### src/rtl/kuart_pkg.sv
// Shared definitions for the kernel UART receive path and the simulation finisher.
// Holds the receiver state encoding, the default bit period and common character codes.
package kuart_pkg;

  typedef enum logic [2:0] {
    IDLE  = 3'd0,
    START = 3'd1,
    DATA  = 3'd2,
    STOP  = 3'd3,
    BREAK = 3'd4
  } kuart_state_e;

  localparam int unsigned KUART_DEFAULT_CLKS_PER_BIT = 16;

  localparam logic [7:0] KUART_CH_DOT = 8'h2E;
  localparam logic [7:0] KUART_CH_R   = 8'h72;

  // Saturating increment so a long run of errors never wraps back to a small count.
  function automatic logic [15:0] kuart_sat_inc16(input logic [15:0] val);
    if (val == 16'hFFFF) begin
      return val;
    end else begin
      return val + 16'd1;
    end
  endfunction

endpackage

### src/rtl/kuart_sync2.sv
// Two-flop synchronizer for an asynchronous, idle-high input pin.
// Both stages reset to 1 so a reset never fabricates a falling edge.
module kuart_sync2 (
  input  logic clk,
  input  logic rst_n,
  input  logic d,
  output logic q
);

  logic meta_q;
  logic sync_q;

  // Synchronizer stages.
  always_ff @(posedge clk or negedge rst_n) begin
    if (!rst_n) begin
      meta_q <= 1'b1;
      sync_q <= 1'b1;
    end else begin
      meta_q <= d;
      sync_q <= meta_q;
    end
  end

  assign q = sync_q;

endmodule

### src/rtl/kuart_rx_deser.sv
// 8N1 LSB-first UART receiver turning the CPU TX line into one-cycle byte strobes,
// with a wrapping byte counter and a saturating framing-error counter.
module kuart_rx_deser
  import kuart_pkg::*;
#(
  parameter int unsigned CLKS_PER_BIT = KUART_DEFAULT_CLKS_PER_BIT
) (
  input  logic        clk,
  input  logic        rst_n,
  input  logic        rxd,
  output logic [7:0]  kuart_byte,
  output logic        kuart_byte_valid,
  output logic        frame_err,
  output logic [31:0] rx_count,
  output logic [15:0] err_count
);

  if ((CLKS_PER_BIT < 4) || ((CLKS_PER_BIT % 2) != 0)) begin : g_bad_clks_per_bit
    $error("kuart_rx_deser: CLKS_PER_BIT must be even and >= 4");
  end

  localparam int unsigned TICK_W = $clog2(CLKS_PER_BIT);
  localparam logic [TICK_W-1:0] TICK_ZERO = TICK_W'(0);
  localparam logic [TICK_W-1:0] TICK_ONE  = TICK_W'(1);
  localparam logic [TICK_W-1:0] TICK_LAST = TICK_W'(CLKS_PER_BIT - 1);
  localparam logic [TICK_W-1:0] HALF_LAST = TICK_W'(CLKS_PER_BIT / 2 - 1);

  logic rxs;

  kuart_state_e      state_q, state_d;
  logic [TICK_W-1:0] tick_q, tick_d;
  logic [2:0]        bitcnt_q, bitcnt_d;
  logic [7:0]        shift_q, shift_d;
  // Stop-bit verdicts; the output stage below turns them into strobes one edge later.
  logic              ok_q, ok_d;
  logic              bad_q, bad_d;
  logic [7:0]        byte_q, byte_d;
  logic              valid_q, valid_d;
  logic              ferr_q, ferr_d;
  logic [31:0]       rx_count_q, rx_count_d;
  logic [15:0]       err_count_q, err_count_d;

  kuart_sync2 u_sync (
    .clk   (clk),
    .rst_n (rst_n),
    .d     (rxd),
    .q     (rxs)
  );

  // Receiver FSM: start validation, bit sampling and stop-bit check.
  always_comb begin
    state_d  = state_q;
    tick_d   = tick_q;
    bitcnt_d = bitcnt_q;
    shift_d  = shift_q;
    ok_d     = 1'b0;
    bad_d    = 1'b0;
    case (state_q)
      IDLE: begin
        if (!rxs) begin
          state_d = START;
          tick_d  = TICK_ZERO;
        end else begin
          state_d = IDLE;
        end
      end
      START: begin
        if (tick_q == HALF_LAST) begin
          if (rxs) begin
            state_d = IDLE;
          end else begin
            state_d  = DATA;
            tick_d   = TICK_ZERO;
            bitcnt_d = 3'd0;
          end
        end else begin
          tick_d = tick_q + TICK_ONE;
        end
      end
      DATA: begin
        if (tick_q == TICK_LAST) begin
          shift_d[bitcnt_q] = rxs;
          tick_d            = TICK_ZERO;
          if (bitcnt_q == 3'd7) begin
            state_d = STOP;
          end else begin
            bitcnt_d = bitcnt_q + 3'd1;
          end
        end else begin
          tick_d = tick_q + TICK_ONE;
        end
      end
      STOP: begin
        if (tick_q == TICK_LAST) begin
          tick_d = TICK_ZERO;
          if (rxs) begin
            ok_d    = 1'b1;
            state_d = IDLE;
          end else begin
            bad_d   = 1'b1;
            state_d = BREAK;
          end
        end else begin
          tick_d = tick_q + TICK_ONE;
        end
      end
      BREAK: begin
        if (rxs) begin
          state_d = IDLE;
        end else begin
          state_d = BREAK;
        end
      end
      default: begin
        state_d = IDLE;
      end
    endcase
  end

  // Output stage: strobes, held byte and counters.
  always_comb begin
    valid_d     = ok_q;
    ferr_d      = bad_q;
    byte_d      = byte_q;
    rx_count_d  = rx_count_q;
    err_count_d = err_count_q;
    if (ok_q) begin
      byte_d     = shift_q;
      rx_count_d = rx_count_q + 32'd1;
    end else begin
      byte_d     = byte_q;
    end
    if (bad_q) begin
      err_count_d = kuart_sat_inc16(err_count_q);
    end else begin
      err_count_d = err_count_q;
    end
  end

  // State and output registers.
  always_ff @(posedge clk or negedge rst_n) begin
    if (!rst_n) begin
      state_q     <= IDLE;
      tick_q      <= TICK_ZERO;
      bitcnt_q    <= 3'd0;
      shift_q     <= 8'h00;
      ok_q        <= 1'b0;
      bad_q       <= 1'b0;
      byte_q      <= 8'h00;
      valid_q     <= 1'b0;
      ferr_q      <= 1'b0;
      rx_count_q  <= 32'd0;
      err_count_q <= 16'd0;
    end else begin
      state_q     <= state_d;
      tick_q      <= tick_d;
      bitcnt_q    <= bitcnt_d;
      shift_q     <= shift_d;
      ok_q        <= ok_d;
      bad_q       <= bad_d;
      byte_q      <= byte_d;
      valid_q     <= valid_d;
      ferr_q      <= ferr_d;
      rx_count_q  <= rx_count_d;
      err_count_q <= err_count_d;
    end
  end

  assign kuart_byte       = byte_q;
  assign kuart_byte_valid = valid_q;
  assign frame_err        = ferr_q;
  assign rx_count         = rx_count_q;
  assign err_count        = err_count_q;

endmodule

### config.mk
export PLATFORM = sky130hd
export DESIGN_NAME = kuart_rx_deser
export DESIGN_NICKNAME = d
export VERILOG_FILES = /design/src/rtl/kuart_pkg.sv /design/src/rtl/kuart_sync2.sv /design/src/rtl/kuart_rx_deser.sv
export SDC_FILE = /design/constraint.sdc
export NUM_CORES = 1
export LEC_CHECK = 0
export ABC_AREA = 1
export BUFFER_PORTS_ARGS = -buffer_cell sky130_fd_sc_hd__buf_2
export CORE_MARGIN = 8
export CORE_UTILIZATION = 59
export CTS_BUF_LIST = sky130_fd_sc_hd__clkbuf_2
export DETAILED_ROUTE_END_ITERATION = 10
export PLACE_DENSITY = 0.82
export SLEW_MARGIN = 20
export SYNTH_ARGS = -nofsm -noshare
export SYNTH_HDL_FRONTEND = slang
export SYNTH_HIERARCHICAL = 1
export SYNTH_SLANG_ARGS = --single-unit
### constraint.sdc
create_clock -name clk -period 1.6 [get_ports clk]
set_input_delay 0.32 -clock clk [delete_from_list [all_inputs] [get_ports clk]]
set_output_delay 0.32 -clock clk [all_outputs]
set_load 0.005 [all_outputs]
==> results.json, run 1 <==
{
  "synth.cell_area_um2": 4090,
  "clk_root_buffer_cell": "clkbuf_2",
  "cp.arrival_ns": 1.26,
  "clock_sinks": 80,
  "reg2reg_to": "shift_q[6]",
  "ant_nets": 0,
  "io_buffers": 60,
  "drt_iter0_drc": 151,
  "yosys.area.top_type_share_pct": 47.7,
  "finalSetupViolCount": 0,
  "fin_worst_skew_ns": 0.0328,
  "p_comb_share_pct": 23.4,
  "die_h_um": 99.3,
  "ys_ff_latch": 80,
  "clk_path_buf_depth": 2,
  "fmax_mhz": 632,
  "worstMarginPinSlew_ns": 0.455,
  "layout_min_cycle_time_ns": 1.58,
  "startpoint_type": "register",
  "synth_most_common_cell": "nand2_1",
  "sw_frac_of_total_pct": 34.5,
  "r2r-start": "state_q[2]",
  "grt_pass1_wl_um": 15400,
  "cts_tree": "yes",
  "yosys_warnings": 6,
  "required_ns": 1.28,
  "crit_type": "reg -> out",
  "seq_area_frac_synth_pct": 49.0,
  "min_period_over_period_pct": 98.9,
  "first_pass_iters": 4,
  "grt_setup_unrepaired": "true",
  "rows": 30,
  "place_congestion": 0.867,
  "seqPwrFrac_pct": 56.7,
  "overflow": 0,
  "syn_nets": 518,
  "viasPerCell": 5.26,
  "clockPowerShare_pct": 19.9,
  "irDropWorstVdd_mv": 0.653,
  "slew_viol_final": 0,
  "vias": 3536,
  "die_width_um": 99.3,
  "regToRegSetupSlack_ns": 0.09,
  "switching_power_mw": 1.49,
  "htree_levels": 3,
  "utilization_pct": 69.7,
  "drc_errors": 0,
  "synthArstFlopShare_pct": 100,
  "syn_area_per_cell_um2": 8.02,
  "synth_common_cells": "nand2_1 (169), dfrtp_1 (78), nor2_1 (56)",
  "hold_viol_final": 0,
  "crit_path_max_fanout": 3,
  "synth_cell_types": 32,
  "min_path_type": "in -> async",
  "synth_top_flop_cell": "dfrtp_1",
  "area_delta_synth_final_pct": 15.1,
  "cap_violations": 0,
  "detail_route.wl_per_cell_um": 13.7,
  "endpoint_kind": "output pin",
  "grt_usage_pct": 18.9,
  "power_per_cell_area_nw_per_um2": 919,
  "antenna_cells": 0,
  "clock_latency_ns": 0.52,
  "synth_edf_count": 0,
  "path_clk_slew_ns": 0.22,
  "reg2reg_depth": 6,
  "io_pins": 61,
  "slew_headroom_pct": 69.4,
  "core_um2": 6760,
  "synth_area_leader_cell": "dfrtp_1",
  "setup_tns_ns": 0,
  "outcome": "complete, no violations",
  "synth_area_leaders": "dfrtp_1 (48%), nand2_1 (16%), nor2_1 (5.1%), inv_1 (4.2%), nand3_1 (4.2%)",
  "cts_made_buffers": 9,
  "nNetsFinal": 595,
  "power_leakage_nw": 2.44,
  "wirelength_um": 9180,
  "intPower_mw": 2.84,
  "drive_gt1_share_pct": 20.6,
  "first_global_vias": 3438,
  "synth_cells": 510,
  "grt_max_degree": 33,
  "dp.final_hpwl_um": 6910,
  "die-area_um2": 9850,
  "antenna_found_initial": 0,
  "start_util_pct": 60.5
}
## per-stage QoR
| stage | total power, mW | hold WS (ns) | cells | cell area [um2] | setup WS [ns] |
|---|---|---|---|---|---|
| finish | 4.33 | 0.216 | 672 | 4710 | 0.0168 |
| global route | 4.61 | 0.223 | 672 | 4710 | -0.0503 |
| CTS | 4.27 | 0.212 | 671 | 4640 | 0.00355 |
| detailed placement | 3.42 | 0.256 | 653 | 4540 | 0.0451 |
| global placement | 3.35 | 0.257 | 653 | 4540 | 0.159 |
| floorplan | 3.08 | 0.0244 | 510 | 4090 | 0.156 |
## logic make-up (layout without fill, tap and decap cells)
family          Yosys count  after routing  synth area share, %
flops                    80             80                 49.0
xor+xnor                 35             35                 7.49
fa+ha+maj                 5              5                 1.53
buf+inv                  58            140                 5.60
simple gates            295            295                 31.2
compound gates           37             37                 5.17
## power groups by stage
stage | registers (mW) | logic, mW | clock network [mW]
after detailed placement | 2.48 | 0.943 | 0
after floorplan | 2.45 | 0.628 | 0
after CTS | 2.44 | 0.944 | 0.885
after global routing | 2.49 | 1.17 | 0.948
after global placement | 2.46 | 0.887 | 0
final | 2.45 | 1.01 | 0.860
## worst max path at each step
stage	start	end	slack [ns]	cells past startpoint
detailed placement	err_count[0]	err_count[7]	0.05	8
floorplan	err_count[0]	err_count[10]	0.16	9
finish	err_count[0]	err_count[0]	0.02	2
global placement	err_count[0]	err_count[13]	0.16	8
global route	err_count[0]	err_count[0]	-0.05	2
CTS	err_count[0]	err_count[7]	0.004	8
## state kept, by name, indices dropped and copies added, names as in the netlist
name and cells:
bad_q 1, bitcnt_q 3, err_count 16, frame_err 1, kuart_byte 8, kuart_byte_valid 1, ok_q 1, rx_count 32
shift_q 8, state_q 3, tick_q 4, u_sync/meta_q 1, u_sync/q 1
## placed cells by master, fill, tap and decap left out, types with 12 or more instances in the layout
cell / count
nor2_1: 54
nand3_1: 34
xor2_1: 19
dfrtp_1: 77
inv_1: 46
o21ai_1: 12
xnor2_1: 16
nand2_1: 167
buf_2: 59
## area by class of cell
type                    count  area, um2
fillers                   539       2050
clock inverters             6       26.3
repair buffers             70        408
flip-flops and latches     80       2010
inverters                  54        203
clock buffers              10       50.0
well taps                  80        100
multi-input cells         372       1910
## repair_timing
action                                  in CTS  in global routing
hold buffers                                 2                  0
buffers inserted                             0                  1
endpoints found under the setup margin       0                 25
gates resized for setup                      0                 14
endpoints found under the hold margin       52                  0
## worst max-delay path, stage by stage, from the launching register on
cell	delay, ns
dfrtp_1	0.48
buf_4	0.16
buf_2	0.12
## metal layers
metal  part of all wire [%]  wire (um)  global-route usage (%)
met4                    1.8        165                    7.68
met2                     48       4400                    30.8
met1                     44       4040                    23.4
met5                      0          0                       0
met3                    6.3        580                    4.54
Power figures use the tool's default switching activity.
==> run 2, diff against run 1 <==
--- a/config.mk
+++ b/config.mk
@@ -5,10 +5,10 @@
 export SDC_FILE = /design/constraint.sdc
 export NUM_CORES = 1
 export LEC_CHECK = 0
-export ABC_AREA = 1
+export ABC_AREA = 0
 export BUFFER_PORTS_ARGS = -buffer_cell sky130_fd_sc_hd__buf_2
 export CORE_MARGIN = 8
-export CORE_UTILIZATION = 59
+export CORE_UTILIZATION = 58
 export CTS_BUF_LIST = sky130_fd_sc_hd__clkbuf_2
 export DETAILED_ROUTE_END_ITERATION = 10
 export PLACE_DENSITY = 0.82
==> run 2 against run 1 <==
- the flow now finishes with violations (setup timing)
- critical path depth rose by 4
- sequential cell count did not move
- maximum frequency decreased by 2.4%
- critical endpoint is now err_count[4]
- count of clock-buffer cells in the layout unchanged
- synthesized cell count fell by 38%
- largest power group unchanged
- global-route usage about the same
- clock power increased by 41%
- sequential power down 7%
- power fell by 1.0%
- worst hold slack worse by 0.057 ns
- register-to-register slack got worse by 0.11 ns
==> results.json, run 2 <==
{
  "endpoint": "err_count[4]",
  "irDropWorstVdd_mv": 0.697,
  "regToRegSetupSlack_ns": -0.02,
  "largest_reg_flops": 32,
  "fin_hold_ws_ns": 0.159,
  "reg2reg_to": "err_count[4]",
  "cp.arrival_ns": 2.03,
  "clock_latency_ns": 0.53,
  "reg2reg_depth": 6,
  "total_power_mw": 4.28,
  "synth_common_cells": "dfrtp_1 (78), xnor2_1 (41), nand3_1 (22)",
  "path_clk_slew_ns": 0.24,
  "synth_most_common_cell": "dfrtp_1",
  "synth_cells": 318,
  "crit_path_max_fanout": 7,
  "drt_iter0_drc": 119,
  "synthArstFlopShare_pct": 100,
  "cp_num_cells": 6,
  "antenna_found_initial": 0,
  "min_path_type": "in -> async",
  "fmax_mhz": 616,
  "area_delta_synth_final_pct": 25.0,
  "nNetsFinal": 428,
  "grt_max_degree": 61,
  "rows": 29,
  "synth_area_leaders": "dfrtp_1 (52%), xnor2_1 (9.6%), mux2_2 (5.1%), nand4_1 (3.4%), nand3_1 (3.0%)",
  "outcome": "finished, violations left",
  "syn_nets": 326,
  "cpPeakStageDelay_ns": 0.39,
  "setup_ws_ns": -0.0224,
  "htree_levels": 3,
  "dp.final_hpwl_um": 5910,
  "mostFrequentLayoutCells": "dfrtp_1 (73), buf_2 (59), xnor2_1 (41), buf_4 (34), nand3_1 (22)",
  "startpoint_type": "register",
  "die_h_um": 96.1,
  "synth.cell_area_um2": 3720,
  "drive_gt1_share_pct": 39.3,
  "grt_setup_unrepaired": "true",
  "path_buf_inv": 1,
  "die-area_um2": 9240,
  "fin_area_um2": 4660,
  "pre_cts_slack_ns": 0.0273,
  "required_ns": 2.01,
  "antenna_cells": 0,
  "setup_tns_ns": -0.0224,
  "yosys.area.top_type_share_pct": 52.4,
  "detail_route.wl_per_cell_um": 17.0,
  "viasPerCell": 5.78,
  "start_util_pct": 59.3,
  "layout_min_cycle_time_ns": 1.62,
  "crit_type": "reg -> reg",
  "first_global_vias": 2891,
  "core_um2": 6280,
  "syn_area_per_cell_um2": 11.7,
  "cp-startpoint": "err_count[0]",
  "clock_sinks": 80,
  "fillers": 413,
  "cts_tree": "yes",
  "first_pass_iters": 4,
  "grt_pass1_wl_um": 13600,
  "vias": 2902,
  "slew_headroom_pct": 76.7,
  "finalSetupViolCount": 1,
  "synth_cell_types": 52,
  "path_cells": "ha_2, and2_4, nand4_1, buf_6, o211ai_1, xnor2_1",
  "r2r-start": "err_count[0]",
  "hold_viol_final": 0,
  "ys_ff_latch": 80,
  "cp_top_family": "flip-flops",
  "synth_edf_count": 0,
  "power_per_cell_area_nw_per_um2": 920,
  "power_leakage_nw": 2.31,
  "slew_viol_final": 0,
  "min_period_over_period_pct": 101,
  "ant_nets": 0,
  "io_buffers": 60,
  "drc_errors": 0,
  "place_area_um2": 4310,
  "cts_made_buffers": 9,
  "place_congestion": 0.865,
  "io_pins": 61,
  "synth_top_flop_cell": "dfrtp_1",
  "yosys_warnings": 6,
  "fin_worst_skew_ns": 0.0516,
  "cap_violations": 0,
  "seq_area_frac_synth_pct": 53.8,
  "overflow": 0,
  "die_width_um": 96.1,
  "clk_root_buffer_cell": "clkbuf_2",
  "slowest_stage": "dfrtp_1",
  "synth_area_leader_cell": "dfrtp_1",
  "endpoint_kind": "register",
  "violations": "setup timing",
  "final_common_cell": "dfrtp_1",
  "clk_path_buf_depth": 2,
  "worstMarginPinSlew_ns": 0.348,
  "grt_usage_pct": 18.9,
  "wirelength_um": 8560
}
==> run 2: cell types whose count changed in the layout (fill, tap and decap cells not counted), sizes merged, moves of 10 or more <==
cell and change:
nand2 -160, nand3 -14, o21ai -19, buf +33, nand4 +12, and3 +11
xor2 -14, xnor2 +25, mux2 +17, nor2 -57, inv -44, and2 +10
==> run 2: worst min path at each step <==
stage	startpoint	endpoint	slack [ns]	cells after the start
floorplan	rst_n	bad_q	0.02	0
global placement	rst_n	err_count[13]	0.22	1
detailed placement	rst_n	err_count[7]	0.22	1
CTS	rst_n	err_count[13]	0.15	2
global route	rst_n	err_count[13]	0.17	2
finish	rst_n	err_count[9]	0.16	2
==> run 2: where the power goes <==
group | internal [mW] | switching (mW) | total (mW)
registers | 2.15 | 0.127 | 2.28
clock network | 0.516 | 0.696 | 1.21
logic | 0.406 | 0.387 | 0.793
==> run 2: what timing repair did <==
| action | 4_1_cts | 5_1_grt |
|---|---|---|
| resized for setup | 0 | 29 |
| setup buffers | 1 | 10 |
| hold buffers | 2 | 0 |
| pin swaps | 0 | 8 |
| endpoints found under the setup margin | 1 | 39 |
| endpoints found under the hold margin | 67 | 0 |
==> run 2: logic make-up (layout without fill, tap and decap cells) <==
group,after synthesis,after routing,synth area share (%)
AO/OA/AOI/OAI,30,30,5.48
AND/OR/NAND/NOR,115,115,19.4
buffers and inverters,21,128,2.62
flip-flops,80,80,53.8
XOR/XNOR,46,46,10.8
multiplexers,21,21,6.21
adder cells (fa/ha/maj),5,5,1.68
==> run 2: per-layer routing <==
layer,GRT usage (%),wire [um],vias to the layer above
met1,23.3,3600,1429
met3,3.67,537,20
met2,30.5,4210,102
met4,10.4,214,0
li1,-,-,1351
met5,0,0,-
==> run 2: through the flow <==
step	util [%]	instances
2_1_floorplan	-	318
3_3_place_gp	68.7	473
3_5_place_dp	68.7	473
4_1_cts	71.2	492
5_1_grt	74.2	502
6_report	74.2	502
==> run 2: final cells by class <==
type / instances / area [um2] / share of cell area (%)
sequential: 80 / 2010 / 43.2
clock buffer: 10 / 50.0 / 1.07
timing repair buffer: 103 / 669 / 14.4
inverter: 9 / 33.8 / 0.726
clock inverter: 6 / 83.8 / 1.80
multi-input combinational: 217 / 1710 / 36.8
tap: 77 / 96.3 / 2.07
